<file path="config.mk">
export PLATFORM = sky130hd
export DESIGN_NAME = vga_timing_gen
export DESIGN_NICKNAME = d
export VERILOG_FILES = /design/src/rtl/vga_timing_pkg.sv /design/src/rtl/vga_axis_counter.sv /design/src/rtl/vga_timing_gen.sv
export SDC_FILE = /design/constraint.sdc
export NUM_CORES = 1
export LEC_CHECK = 0
export BUFFER_PORTS_ARGS = -buffer_cell sky130_fd_sc_hd__buf_2
export CORE_MARGIN = 8
export CORE_UTILIZATION = 40
export DETAILED_ROUTE_END_ITERATION = 10
export PLACE_DENSITY_LB_ADDON = 0.3
export SYNTH_ARGS = -nofsm -noshare
export SYNTH_HDL_FRONTEND = slang
export SYNTH_SLANG_ARGS = --single-unit
</file>
<file path="constraint.sdc">
create_clock -name iCLK -period 2.4 [get_ports iCLK]
set_clock_uncertainty 0.2 [all_clocks]
set_input_delay 0 -clock iCLK [delete_from_list [all_inputs] [get_ports iCLK]]
set_output_delay 0 -clock iCLK [all_outputs]
set_load 0.05 [all_outputs]
</file>
<file path="src/rtl/vga_timing_pkg.sv">
// Shared raster constants and geometry helpers for the VGA timing generator.
// Defaults describe 640x480@60 on a 25.175 MHz pixel clock.
package vga_timing_pkg;

  localparam int DEF_H_FRONT = 16;
  localparam int DEF_H_SYNC  = 96;
  localparam int DEF_H_BACK  = 48;
  localparam int DEF_H_ACT   = 640;
  localparam int DEF_V_FRONT = 10;
  localparam int DEF_V_SYNC  = 2;
  localparam int DEF_V_BACK  = 33;
  localparam int DEF_V_ACT   = 480;

  // Raster counters and coordinate outputs share this width (totals up to 2048).
  localparam int CNT_W = 11;

  function automatic int total(input int front, input int sync, input int back, input int act);
    return front + sync + back + act;
  endfunction

  function automatic int blank(input int front, input int sync, input int back);
    return front + sync + back;
  endfunction

endpackage

</file>
<file path="src/rtl/vga_axis_counter.sv">
// One raster axis: wrapping position counter plus sync and active decode.
// Region order along the axis is front porch, sync, back porch, active.
module vga_axis_counter
  import vga_timing_pkg::*;
#(
  parameter int   FRONT = DEF_H_FRONT,
  parameter int   SYNC  = DEF_H_SYNC,
  parameter int   BACK  = DEF_H_BACK,
  parameter int   ACT   = DEF_H_ACT,
  parameter logic POL   = 1'b0
) (
  input  logic             i_clk,
  input  logic             i_rst_n,
  input  logic             i_inc,
  output logic [CNT_W-1:0] o_cnt,
  output logic             o_wrap,
  output logic             o_sync,
  output logic             o_active
);

  localparam logic [CNT_W-1:0] L_LAST    = CNT_W'(total(FRONT, SYNC, BACK, ACT) - 1);
  localparam logic [CNT_W-1:0] L_SYNC_LO = CNT_W'(FRONT);
  localparam logic [CNT_W-1:0] L_SYNC_HI = CNT_W'(FRONT + SYNC);
  localparam logic [CNT_W-1:0] L_ACT_LO  = CNT_W'(blank(FRONT, SYNC, BACK));

  logic [CNT_W-1:0] r_cnt;

  assign o_wrap = i_inc & (r_cnt == L_LAST);

  always_ff @(posedge i_clk or negedge i_rst_n) begin
    if (!i_rst_n)   r_cnt <= '0;
    else if (i_inc) r_cnt <= o_wrap ? '0 : r_cnt + CNT_W'(1);
  end

  assign o_cnt    = r_cnt;
  assign o_sync   = ((r_cnt >= L_SYNC_LO) && (r_cnt < L_SYNC_HI)) ? POL : ~POL;
  assign o_active = (r_cnt >= L_ACT_LO);

endmodule

</file>
<file path="src/rtl/vga_timing_gen.sv">
// VGA raster generator with a lead-ahead pixel request port, linear read address,
// and a registered output stage that keeps colour aligned with HS/VS/BLANK.
module vga_timing_gen
  import vga_timing_pkg::*;
#(
  parameter int   H_FRONT = DEF_H_FRONT,
  parameter int   H_SYNC  = DEF_H_SYNC,
  parameter int   H_BACK  = DEF_H_BACK,
  parameter int   H_ACT   = DEF_H_ACT,
  parameter int   V_FRONT = DEF_V_FRONT,
  parameter int   V_SYNC  = DEF_V_SYNC,
  parameter int   V_BACK  = DEF_V_BACK,
  parameter int   V_ACT   = DEF_V_ACT,
  parameter logic HS_POL  = 1'b0,
  parameter logic VS_POL  = 1'b0,
  parameter int   LEAD    = 3,
  parameter int   CW      = 10,
  parameter int   AW      = 22
) (
  input  logic          iCLK,
  input  logic          iRST_N,
  input  logic [CW-1:0] iRed,
  input  logic [CW-1:0] iGreen,
  input  logic [CW-1:0] iBlue,
  input  logic          iValid,
  input  logic          iClr_Underflow,
  output logic          oRequest,
  output logic [10:0]   oCurrent_X,
  output logic [10:0]   oCurrent_Y,
  output logic [AW-1:0] oAddress,
  output logic          oFrame_Start,
  output logic          oLine_Start,
  output logic [CW-1:0] oVGA_R,
  output logic [CW-1:0] oVGA_G,
  output logic [CW-1:0] oVGA_B,
  output logic          oVGA_HS,
  output logic          oVGA_VS,
  output logic          oVGA_BLANK,
  output logic          oVGA_SYNC,
  output logic          oVGA_CLOCK,
  output logic          oUnderflow
);

  // Pixel handshake: a request in cycle n must be answered with iValid=1 and
  // data in cycle n+LEAD. There is no backpressure; a missing answer on an
  // active pixel is an underflow and that pixel is shown black.

  localparam logic [CNT_W-1:0] L_REQ_LO  = CNT_W'(blank(H_FRONT, H_SYNC, H_BACK) - LEAD);
  localparam logic [CNT_W-1:0] L_REQ_HI  = CNT_W'(total(H_FRONT, H_SYNC, H_BACK, H_ACT) - LEAD);
  localparam logic [CNT_W-1:0] L_V_BLANK = CNT_W'(blank(V_FRONT, V_SYNC, V_BACK));

  logic [CNT_W-1:0] w_h, w_v;
  logic             w_h_wrap, w_v_wrap;
  logic             w_hs, w_vs, w_h_act, w_v_act;
  logic             w_active, w_req, w_pix_ok, w_underrun;

  vga_axis_counter #(
    .FRONT(H_FRONT), .SYNC(H_SYNC), .BACK(H_BACK), .ACT(H_ACT), .POL(HS_POL)
  ) u_h_axis (
    .i_clk(iCLK), .i_rst_n(iRST_N), .i_inc(1'b1),
    .o_cnt(w_h), .o_wrap(w_h_wrap), .o_sync(w_hs), .o_active(w_h_act)
  );

  vga_axis_counter #(
    .FRONT(V_FRONT), .SYNC(V_SYNC), .BACK(V_BACK), .ACT(V_ACT), .POL(VS_POL)
  ) u_v_axis (
    .i_clk(iCLK), .i_rst_n(iRST_N), .i_inc(w_h_wrap),
    .o_cnt(w_v), .o_wrap(w_v_wrap), .o_sync(w_vs), .o_active(w_v_act)
  );

  assign w_active   = w_h_act & w_v_act;
  assign w_req      = w_v_act & (w_h >= L_REQ_LO) & (w_h < L_REQ_HI);
  assign w_pix_ok   = w_active & iValid;
  assign w_underrun = w_active & ~iValid;

  logic [AW-1:0] r_addr;
  logic          r_sof;
  logic          r_hs, r_vs, r_blank, r_uf;
  logic [CW-1:0] r_red, r_green, r_blue;

  // r_sof is high exactly when the counters sit at (0,0): it resets to 1 and
  // otherwise follows the end-of-frame wrap from the previous cycle.
  always_ff @(posedge iCLK or negedge iRST_N) begin
    if (!iRST_N) begin
      r_sof  <= 1'b1;
      r_addr <= '0;
    end else begin
      r_sof <= w_v_wrap;
      if (r_sof)      r_addr <= '0;
      else if (w_req) r_addr <= r_addr + AW'(1);
    end
  end

  always_ff @(posedge iCLK or negedge iRST_N) begin
    if (!iRST_N) begin
      r_hs    <= ~HS_POL;
      r_vs    <= ~VS_POL;
      r_blank <= 1'b0;
      r_red   <= '0;
      r_green <= '0;
      r_blue  <= '0;
      r_uf    <= 1'b0;
    end else begin
      r_hs    <= w_hs;
      r_vs    <= w_vs;
      r_blank <= w_active;
      r_red   <= w_pix_ok ? iRed   : '0;
      r_green <= w_pix_ok ? iGreen : '0;
      r_blue  <= w_pix_ok ? iBlue  : '0;
      r_uf    <= w_underrun | (r_uf & ~iClr_Underflow);
    end
  end

  assign oRequest     = w_req;
  assign oCurrent_X   = w_req ? (w_h - L_REQ_LO)  : '0;
  assign oCurrent_Y   = w_req ? (w_v - L_V_BLANK) : '0;
  assign oAddress     = r_addr;
  assign oFrame_Start = iRST_N & r_sof;
  assign oLine_Start  = iRST_N & (w_h == '0);
  assign oVGA_R       = r_red;
  assign oVGA_G       = r_green;
  assign oVGA_B       = r_blue;
  assign oVGA_HS      = r_hs;
  assign oVGA_VS      = r_vs;
  assign oVGA_BLANK   = r_blank;
  assign oVGA_SYNC    = 1'b1;
  assign oVGA_CLOCK   = ~iCLK;
  assign oUnderflow   = r_uf;

endmodule

</file>
# Word-level counts from Yosys, hierarchy flattened
# Cells that the tools add are included.
# classes
add_sub_neg,5
mux,11
n_reduce_logical,4
magnitude_cmp,8
bitwise_logic,13
n_eq_ne,2
# ops
operator,n
11-bit 2-to-1 mux,4
22-bit 2-to-1 mux,2
10-bit 2-to-1 mux,3
11-bit by 1-bit adder with 11-bit output (second input constant),2
22-bit by 1-bit adder with 22-bit output (second input constant),1
11-bit by 10-bit equality test with 1-bit output (second input constant),2
11-bit by 8-bit greater-or-equal comparator with 1-bit output (second input constant),2
11-bit by 4-bit greater-or-equal comparator with 1-bit output (second input constant),1
11-bit by 5-bit greater-or-equal comparator with 1-bit output (second input constant),1
11-bit by 6-bit greater-or-equal comparator with 1-bit output (second input constant),1
11-bit zero test,1
11-bit by 10-bit less-than comparator with 1-bit output (second input constant),1
11-bit by 4-bit less-than comparator with 1-bit output (second input constant),1
11-bit by 7-bit less-than comparator with 1-bit output (second input constant),1
11-bit by 6-bit subtractor with 11-bit output (second input constant),1
11-bit by 8-bit subtractor with 11-bit output (second input constant),1
1-bit AND,9
1-bit inverter,3
1-bit logical AND,2
1-bit 2-to-1 mux,2
2-bit nonzero test,1
1-bit bitwise OR,1
# word_totals
reg_bits,79
inputBits,34
wordCells,54
out_inout_bits,83

# Logic depth before layout (Yosys ltp)
# Gate-level depths: netlist of the first run.
# depth
word_depth,5
ltp_mapped,9
mapped_depth_nobuf,8

# Modules after synthesis
# From an unflattened synthesis of the first run, not the netlist that was laid out.
# hier_totals
cells_unflattened,422
area_unflattened_um2,4157.7
# modules_own_cells
module,cells_each,instances,seq_area_each_um2,area_each_um2
vga_timing_gen,300,1,1430.1,2926.6
vga_axis_counter at u_v_axis,64,1,275.3,641.9
vga_axis_counter at u_h_axis,58,1,275.3,589.3

==> results of run 1 <==
## registers in the layout (all words and copies together) (netlist names), 10 cells and up
| name | flops |
|---|---|
| oAddress | 22 |
| u_v_axis.o_cnt | 11 |
| oVGA_R | 10 |
| oVGA_G | 10 |
| u_h_axis.o_cnt | 11 |
| oVGA_B | 10 |
## metal layers
| metal | wire (µm) | up-vias | track usage (%) |
|---|---|---|---|
| met3 | 488 | 26 | 2.79 |
| met1 | 5200 | 1915 | 22.3 |
| met5 | 0 | - | 0 |
| met4 | 329 | 0 | 9.59 |
| met2 | 6520 | 82 | 33.0 |
| li1 | - | 1894 | - |
## power groups by stage
stage	sequential (µW)	combinational (µW)	clock, µW
final	1330	110	1030
after global routing	1330	122	1130
after CTS	1330	112	1070
after detailed placement	1360	65.1	84.6
after global placement	1360	62.5	84.6
after floorplan	1360	9.47	70.4
## cells by family (layout without fill, tap and decap cells)
logic type | after synthesis | after routing | share of synthesized area [%]
simple gates | 186 | 186 | 25.4
buf+inv | 45 | 243 | 4.99
fa+ha+maj | 9 | 9 | 2.81
xor+xnor | 27 | 27 | 5.90
mux | 1 | 1 | 0.250
other cells | 1 | 1 | 0.0935
flops | 79 | 79 | 49.4
compound gates | 78 | 79 | 11.2
## cells in the mapped netlist (2+ instances only)
cell and n:
dfrtp_1 76, nor2_1 38, and3_1 37, a21oi_1 30, o21ai_0 30, nand2_1 28, clkbuf_1 18, nand3_1 18
or3_1 16, xnor2_1 14, inv_1 13, xor2_1 13, nand4_1 10, ha_1 9, nor3_1 8, or4_1 8
buf_2 7, o31ai_1 7, buf_4 4, and3b_1 3, and4_1 3, dfstp_2 3, nand4b_1 3, a31o_2 2
and2_1 2, buf_1 2, nor4_1 2, or2_2 2
## worst reg2reg max path: stages, from the launching register on
cell     delay, ps
dfrtp_1        390
inv_2           80
ha_4           120
nor3_2          40
or3b_4         400
buf_4          140
buf_6          110
a221o_2        400
or4b_1         520
a21oi_1        150
## through the flow
| stage | setup TNS, ps | setup slack (ps) | hold WS [ps] | cells |
|---|---|---|---|---|
| floorplan | -75.1 | -47.1 | -496 | 426 |
| global placement | -1070 | -86.9 | -277 | 690 |
| detailed placement | -2050 | -139 | -268 | 690 |
| CTS | -5860 | -223 | 83.2 | 755 |
| global route | -9000 | -281 | 119 | 758 |
| finish | -6080 | -208 | 76.8 | 758 |
## final cells by class
cell class / instances / area [µm²] / share of cell area [%]
clock buffers: 14 / 175 / 2.81
clock inverters: 4 / 21.3 / 0.341
inverters: 12 / 48.8 / 0.782
multi-input cells: 303 / 2170 / 34.7
flip-flops and latches: 79 / 1990 / 31.9
well taps: 133 / 166 / 2.67
repair buffers: 213 / 1670 / 26.8
## timing repair
action / CTS / global route
endpoints found under the hold margin: 108 / 0
gates resized for setup: 70 / 20
pin swaps: 21 / 10
gates cloned: 1 / 0
endpoints found under the setup margin: 40 / 41
setup buffers: 13 / 3
hold buffers: 35 / 0
## worst max path at each step
stage,startpoint,endpoint,slack [ps]
global route,u_h_axis.o_cnt[1]$_DFF_PN0_,oCurrent_X[6],-280
detailed placement,u_h_axis.o_cnt[1]$_DFF_PN0_,oAddress[8]$_DFFE_PN0P_,-140
global placement,u_h_axis.o_cnt[1]$_DFF_PN0_,oAddress[9]$_DFFE_PN0P_,-90
floorplan,u_h_axis.o_cnt[1]$_DFF_PN0_,oAddress[11]$_DFFE_PN0P_,-50
CTS,u_h_axis.o_cnt[1]$_DFF_PN0_,oCurrent_X[6],-220
finish,u_h_axis.o_cnt[1]$_DFF_PN0_,oAddress[15]$_DFFE_PN0P_,-210
==> flow_summary.yaml, run 1 <==
timing:
  setup_ws_ps: -208
  final-setup-viol-count: 40
  clock.fmax_mhz: 383
  grt_setup_unrepaired: "true"
  period_share_pct: 109
  period_needed_ps: 2610
  worst_pin_slew_ps: 1010
  finalMaxSlewViolations: 0
  relSlewSlack_pct: 32.6
  hold_viol: 0
layout:
  drive_above_1_share_pct: 41.6
  syn2layout_area_growth_pct: 55.6
  utilization_pct: 63.9
  antennaDiodeCount: 0
  nets: 663
  final_cell_mix: "91 x buf_2, 68 x dfrtp_1, 56 x buf_4"
  final_common_cell: "buf_2"
  fin_area_um2: 6240
  nFillCells: 829
power_and_ir_drop:
  irDropWorstVdd_v: 0.000331
  power_frac_clock_pct: 41.7
  cellPowerDensity_nw_per_um2: 396
  p_leak_uw: 0.00303
  p_int_uw: 1870
  swShare_pct: 24.4
  combinationalPowerShare_pct: 4.4
  p_total_uw: 2470
  switchingPower_uw: 603
  p_seq_share_pct: 53.8
worst_setup_path:
  slowest_delay_ps: 510
  crit_arrival_ps: 2680
  reg2reg_slack_ps: -210
  worstSetupEndpointType: "flip-flop"
  cp_num_cells: 9
  r2r-end: "oAddress[15]$_DFFE_PN0P_"
  crit_chain: "inv_2 > ha_4 > nor3_2 > or3b_4 > buf_4 > buf_6 > a221o_2 > or4b_1 > a21oi_1"
  rr_worst_depth: 9
  slowest_stage: "or4b_1"
  critPathKind: "flip-flop to flip-flop"
  crit_fanout: 6
  cp-start-kind: "flip-flop"
  rr_startpoint: "u_h_axis.o_cnt[1]$_DFF_PN0_"
  critPathBufInv: 3
  crit_family: "simple AND/OR/NAND/NOR gates"
  crit_required_ps: 2480
run_status:
  violations: "setup timing"
  outcome: "finished, violations left"
synth:
  avgSynthCellArea_um2: 9.42
  synth-edff-count: 0
  synth_area_um2: 4010
  synth.largest_area_cell: "dfrtp_1"
  seq_area_frac_synth_pct: 49.4
  ys_top_cells_by_area: "dfrtp_1 47%, and3_1 5.8%, a21oi_1 3.7%, o21ai_0 3.7%, nor2_1 3.6%"
  syn_nets: 469
  yosysWarnings: 0
  synthArstFlopShare_pct: 100
  syn_inst: 426
  yosysUniqueCellTypes: 48
  yosys.area.top_type_share_pct: 47.4
  ys_ff_latch: 79
  ys.flop_type: "dfrtp_1"
grt:
  antenna_found_initial: 0
  grt_max_degree: 33
  grtUsageTotal_pct: 19.0
  grt_overflow: 0
  grt_pass1_wl_um: 20000
  grt_pass1_vias: 4066
clocking:
  cts_buffers: 9
  path_clk_slew_ps: 80
  worstSkewPairLatency_ps: 350
  cts_tree: "yes"
  cts.htree.levels: 3
  clock_path_buffers: 2
  cts_root_buffer: "clkbuf_8"
floorplan:
  dieArea_um2: 13500
  num_rows: 36
  core-area_um2: 9770
  start_util_pct: 41.0
  die_h_um: 116
  fp.dieW_um: 116
  ioPinCount: 117
place:
  dp_hpwl_um: 8530
  placed_area_um2: 5230
  port_buffers: 115
  place_congestion: 0.840
route:
  via_count: 3917
  dr.pass1.iters: 4
  wl_per_cell_um: 16.5
  drtAntennaViolNets: 0
  first_iter_violations: 234
  via_per_inst: 5.17
  drc_errors: 0
  routed_wl_um: 12500
min_path:
  hold_class: "input pin to asynchronous set/reset pin"
job:
  drv_cap: 0
Note: power is estimated with default switching activity, not from simulation.
==> run 2, diff against run 1 <==
--- a/config.mk
+++ b/config.mk
@@ -7,7 +7,8 @@
 export LEC_CHECK = 0
 export BUFFER_PORTS_ARGS = -buffer_cell sky130_fd_sc_hd__buf_2
 export CORE_MARGIN = 8
-export CORE_UTILIZATION = 40
+export CORE_UTILIZATION = 44
+export CTS_BUF_LIST = sky130_fd_sc_hd__clkbuf_16
 export DETAILED_ROUTE_END_ITERATION = 10
 export PLACE_DENSITY_LB_ADDON = 0.3
 export SYNTH_ARGS = -nofsm -noshare
==> flow_summary.yaml, run 2 (same netlist as run 1, synthesis figures left out) <==
run_status:
  outcome: "finished, violations left"
  violations: "setup timing"
place:
  dp_slack_ps: -150
  dp_hpwl_um: 7970
  place_congestion: 0.849
  port_buffers: 115
worst_setup_path:
  slowest_stage: "a221o_4"
  reg2reg_slack_ps: -180
  crit_chain: "inv_2 > ha_4 > nor3_2 > or3b_4 > a221o_4 > buf_6 > or4b_4 > a21oi_2"
  worstSetupEndpointType: "flip-flop"
  crit_arrival_ps: 2640
  crit_family: "simple AND/OR/NAND/NOR gates"
  cp-start-kind: "flip-flop"
  critPathBufInv: 2
  slowest_delay_ps: 540
  critPathKind: "flip-flop to flip-flop"
  crit_fanout: 7
  crit_required_ps: 2460
timing:
  hold_ws_ps: 29.5
  period_needed_ps: 2580
  grt_setup_unrepaired: "true"
  period_share_pct: 107
  hold_viol: 0
  final-setup-viol-count: 38
  setup_ws_ps: -178
  finalMaxSlewViolations: 0
  clock.fmax_mhz: 388
power_and_ir_drop:
  switchingPower_uw: 683
  p_leak_uw: 0.00311
  p_seq_share_pct: 46.7
  combinationalPowerShare_pct: 3.9
  p_int_uw: 2170
  irDropWorstVdd_v: 0.000304
  swShare_pct: 23.9
  cellPowerDensity_nw_per_um2: 452
  power_frac_clock_pct: 49.4
clocking:
  cts_tree: "yes"
  cts.htree.levels: 3
  worstSkewPairLatency_ps: 330
  cts_buffers: 9
  cts_root_buffer: "clkbuf_16"
  clock_path_buffers: 2
  path_clk_slew_ps: 60
layout:
  antennaDiodeCount: 0
  syn2layout_area_growth_pct: 57.3
  largest_reg_flops: 22
  final_cell_mix: "91 x buf_2, 70 x dfrtp_1, 50 x buf_4"
  final_common_cell: "buf_2"
  drive_above_1_share_pct: 41.0
  nets: 660
grt:
  grt_pass1_wl_um: 20100
  grtUsageTotal_pct: 19.6
  grt_pass1_vias: 3888
  grt_overflow: 0
  grt_max_degree: 53
  antenna_found_initial: 0
route:
  routed_wl_um: 12400
  dr.pass1.iters: 4
  via_per_inst: 5.39
  wl_per_cell_um: 16.9
  first_iter_violations: 328
  via_count: 3952
  drtAntennaViolNets: 0
  drc_errors: 0
floorplan:
  dieArea_um2: 12400
  die_h_um: 111
  ioPinCount: 117
  start_util_pct: 44.5
  fp.dieW_um: 111
  core-area_um2: 9020
  num_rows: 35
min_path:
  hold_class: "input pin to asynchronous set/reset pin"
job:
  drv_cap: 0
[run 2: cell count changes in the layout (fill, tap and decap cells not counted), moves of 2 or more]
cell / previous run / this run
o21ai_0: 28 / 24
a21oi_2: 11 / 5
o21ai_1: 1 / 6
dfrtp_1: 68 / 70
clkbuf_8: 10 / 0
dlygate4sd3_1: 35 / 33
clkbuf_1: 2 / 0
a21oi_1: 16 / 23
buf_4: 56 / 50
buf_6: 14 / 16
or4_4: 0 / 2
dfrtp_2: 8 / 6
or4_1: 8 / 6
clkbuf_16: 1 / 10
[run 2: area by class of cell]
type,count,area [µm²]
multi-input combinational,304,2140
tap,111,139
clock buffer,11,255
sequential,79,1990
fill,670,2710
clock inverter,7,43.8
timing repair buffer,209,1690
inverter,12,48.8
[run 2: path summary, 6_finish.rpt]
kind,start,end,depth (start not counted)
max reg2reg,u_h_axis.o_cnt[1]$_DFF_PN0_,oAddress[15]$_DFFE_PN0P_,8
min in group iCLK,iClr_Underflow,oUnderflow$_DFF_PN0_,3
min,iRST_N,oVGA_VS$_DFF_PN1_,2
max,u_h_axis.o_cnt[1]$_DFF_PN0_,oAddress[15]$_DFFE_PN0P_,8
min reg2reg,oUnderflow$_DFF_PN0_,oUnderflow$_DFF_PN0_,2
max in group asynchronous,iRST_N,oVGA_HS$_DFF_PN1_,3
[run 2: per-stage QoR]
step                      utilization [%]  TNS [ps]  total power, µW  cells  instance area, µm²
after floorplan                         -     -75.1             1440    426                4260
after global placement               57.4      -738             1500    666                5170
after detailed placement             57.4     -2160             1510    666                5170
after CTS                            69.1     -2930             2870    729                6230
after global routing                 70.0     -7440             2950    733                6310
final                                70.0     -4090             2850    733                6310
[run 2: worst register-to-register path, stage by stage (launching register included)]
cell,delay (ps)
dfrtp_1,380
inv_2,80
ha_4,120
nor3_2,30
or3b_4,380
a221o_4,540
buf_6,160
or4b_4,480
a21oi_2,140
[run 2: power groups by stage]
stage	registers, µW	clock network, µW	logic, µW
2_1_floorplan	1360	70.4	9.47
3_3_place_gp	1360	84.6	63.6
3_5_place_dp	1360	84.6	65.5
4_1_cts	1330	1430	114
5_1_grt	1330	1490	124
6_report	1330	1410	113
[run 2: repair_timing]
item | CTS | global route
endpoints found under the setup margin | 37 | 76
endpoints found under the hold margin | 108 | 0
gates resized for setup | 82 | 14
setup buffers | 10 | 3
hold buffers | 34 | 0
gates cloned | 3 | 1
pin swaps | 35 | 12
[run 2: metal layers]
| metal | part of all wire [%] | track usage [%] | routed length [µm] | up-vias |
|---|---|---|---|---|
| met5 | 0 | 0 | 0 | - |
| met4 | 1.6 | 7.38 | 198 | 0 |
| met3 | 4.6 | 3.92 | 572 | 16 |
| met2 | 54 | 33.4 | 6650 | 103 |
| met1 | 40 | 23.7 | 4950 | 1940 |
| li1 | - | - | - | 1893 |
==> run 3, diff against run 2 <==
--- a/config.mk
+++ b/config.mk
@@ -5,9 +5,12 @@
 export SDC_FILE = /design/constraint.sdc
 export NUM_CORES = 1
 export LEC_CHECK = 0
+export ABC_AREA = 1
 export BUFFER_PORTS_ARGS = -buffer_cell sky130_fd_sc_hd__buf_2
+export CELL_PAD_IN_SITES_DETAIL_PLACEMENT = 0
+export CELL_PAD_IN_SITES_GLOBAL_PLACEMENT = 2
 export CORE_MARGIN = 8
-export CORE_UTILIZATION = 44
+export CORE_UTILIZATION = 26
 export CTS_BUF_LIST = sky130_fd_sc_hd__clkbuf_16
 export DETAILED_ROUTE_END_ITERATION = 10
 export PLACE_DENSITY_LB_ADDON = 0.3
==> flow_summary.yaml, run 3 <==
place:
  dp_hpwl_um: 11300
  place_congestion: 0.835
  placedCellCount: 1007
  port_buffers: 115
  dp_slack_ps: 205
clocking:
  cts_root_buffer: "clkbuf_16"
  worstSkewPairLatency_ps: 350
  clock_path_buffers: 2
  path_clk_slew_ps: 70
  cts_buffers: 9
  cts_tree: "yes"
  cts.htree.levels: 3
floorplan:
  num_rows: 49
  ioPinCount: 117
  dieArea_um2: 22600
  die_h_um: 150
  start_util_pct: 26.3
  core-area_um2: 17800
  fp.dieW_um: 150
synth:
  seq_area_frac_synth_pct: 42.2
  syn_inst: 665
  avgSynthCellArea_um2: 7.06
  synthArstFlopShare_pct: 100
  yosys.cell_count.top_type: "nand2_1"
  yosysUniqueCellTypes: 34
  synth.largest_area_cell: "dfrtp_1"
  ys_top_cells_by_area: "dfrtp_1 41%, nand2_1 13%, nor2_1 12%, inv_1 7.0%, nand3_1 4.8%"
  synth-edff-count: 0
  ys.flop_type: "dfrtp_1"
  yosysWarnings: 0
  synth_area_um2: 4700
  ys_top_cells_by_count: "163 x nand2_1, 147 x nor2_1, 88 x inv_1"
  syn_nets: 708
  yosys.area.top_type_share_pct: 40.5
  ys_ff_latch: 79
timing:
  relSlewSlack_pct: 56.0
  grt_setup_unrepaired: "true"
  setup_ws_ps: 117
  clock.fmax_mhz: 438
  worst_pin_slew_ps: 660
  period_needed_ps: 2280
  hold_viol: 0
  finalMaxSlewViolations: 0
  final-setup-viol-count: 0
  period_share_pct: 95.1
job:
  drv_cap: 0
power_and_ir_drop:
  cellPowerDensity_nw_per_um2: 435
  p_leak_uw: 0.00351
  irDropWorstVdd_v: 0.000348
  p_total_uw: 2820
route:
  via_count: 4667
  drtAntennaViolNets: 0
  wl_per_cell_um: 14.3
  first_iter_violations: 172
  routed_wl_um: 15200
  dr.max_layer_used: "met4"
  dr_wl_met2_um: 7750
  route.layer.met1.wl_um: 6630
  dr.pass1.iters: 5
  wl_met3_um: 695
  drc_errors: 0
  via_per_inst: 4.39
layout:
  largest_reg_flops: 22
  fin_cells: 1063
  utilization_pct: 36.3
  drive_above_1_share_pct: 25.7
  final_common_cell: "nand2_1"
  final_cell_mix: "162 x nand2_1, 140 x nor2_1, 92 x buf_2"
  syn2layout_area_growth_pct: 37.8
  antennaDiodeCount: 0
  nFillCells: 1937
  nets: 872
worst_setup_path:
  cp-start-kind: "flip-flop"
  crit_fanout: 5
  crit_chain: "inv_2 > ha_4 > inv_2 > nor2_2 > nand2_1 > nor2_1 > nor2_1 > nand2_2 > nand3_4 > buf_8 > nor3_4 > buf_6"
  crit_arrival_ps: 2080
  crit_required_ps: 2200
  slowest_delay_ps: 430
  crit_family: "simple AND/OR/NAND/NOR gates"
  worstSetupEndpointType: "primary output"
  critPathBufInv: 4
  slowest_stage: "dfrtp_1"
  critPathKind: "flip-flop to primary output"
grt:
  grt_overflow: 0
  grt_pass1_wl_um: 24100
  grt_pass1_vias: 4688
  grtUsageTotal_pct: 13.4
  grt_max_degree: 51
  antenna_found_initial: 0
run_status:
  outcome: "finished, final reports clean"
min_path:
  hold_class: "input pin to asynchronous set/reset pin"
## run 3: changes by cell type after synthesis, moves of 24 or more
cell / change
nor2_1: +109
a21oi_1: -24
and3_1: -37
nand2_1: +135
nand3_1: +27
inv_1: +75
## run 3: path summary, 6_finish.rpt
kind	from	end	slack, ps	cells after the start
setup / recovery	u_v_axis.o_cnt[1]$_DFFE_PN0N_	oCurrent_Y[5]	120	12
hold / removal	iRST_N	u_v_axis.o_cnt[9]$_DFFE_PN0N_	120	3
setup reg to reg	u_v_axis.o_cnt[10]$_DFFE_PN0N_	oUnderflow$_DFF_PN0_	220	9
hold reg to reg	u_h_axis.o_cnt[0]$_DFF_PN0_	u_h_axis.o_cnt[0]$_DFF_PN0_	310	1
max in group asynchronous	iRST_N	u_h_axis.o_cnt[7]$_DFF_PN0_	1280	3
min in group iCLK	iBlue[9]	oVGA_B[9]$_DFF_PN0_	210	4
## run 3: cells by family after synthesis
| group | count (synthesis) | synth area share [%] |
|---|---|---|
| AO/OA/AOI/OAI | 23 | 2.56 |
| XOR/XNOR | 22 | 4.10 |
| adder cells (fa/ha/maj) | 9 | 2.40 |
| buffers and inverters | 118 | 10.3 |
| flip-flops | 79 | 42.2 |
| other | 1 | 0.0799 |
| AND/OR/NAND/NOR | 413 | 38.4 |
## run 3: metal layers
| metal | vias to the layer above | GRT usage, % |
|---|---|---|
| met2 | 81 | 23.2 |
| li1 | 2370 | - |
| met1 | 2207 | 16.3 |
| met3 | 9 | 3.37 |
| met5 | - | 0 |
| met4 | 0 | 3.00 |
## run 3: repair_timing
action                                 4_1_cts  5_1_grt
gates resized for setup                      9       72
gates cloned                                 0        2
pin swaps                                    0        4
hold buffers                                35        0
setup endpoints to repair                   23       36
setup buffers                                0        3
endpoints found under the hold margin      109        0
## run 3: final cells by class
| class | count | area, µm² | area share, % |
|---|---|---|---|
| Clock inverter | 8 | 47.5 | 0.735 |
| Sequential cell | 79 | 1990 | 30.8 |
| Timing Repair Buffer | 174 | 1230 | 19.0 |
| Clock buffer | 10 | 230 | 3.56 |
| Inverter | 95 | 359 | 5.55 |
| Tap cell | 229 | 287 | 4.43 |
| Multi-Input combinational cell | 468 | 2320 | 35.9 |
## run 3: worst register-to-register path, cell delays in order, from the launching register on
cell	delay [ps]
dfrtp_1	480
nor2_1	190
nand3_1	130
inv_1	110
nand2_1	80
nor2_2	150
nor2_2	70
inv_1	60
o22ai_1	50
dlygate4sd3_1	550
## run 3: metrics by stage
stage	area (µm²)	setup TNS [ps]	hold slack [ps]
3_3_place_gp	5600	0	-369
5_1_grt	6470	-137	171
3_5_place_dp	5600	0	-369
4_1_cts	6240	0	129
6_report	6470	0	120
2_1_floorplan	4700	0	-496
## run 3: report_power, final
part           leakage [µW]  internal, µW       switching, µW
sequential          0.00107          1330  0.0000000000000287
clock              0.000150           715                 654
combinational       0.00229          61.0                54.1
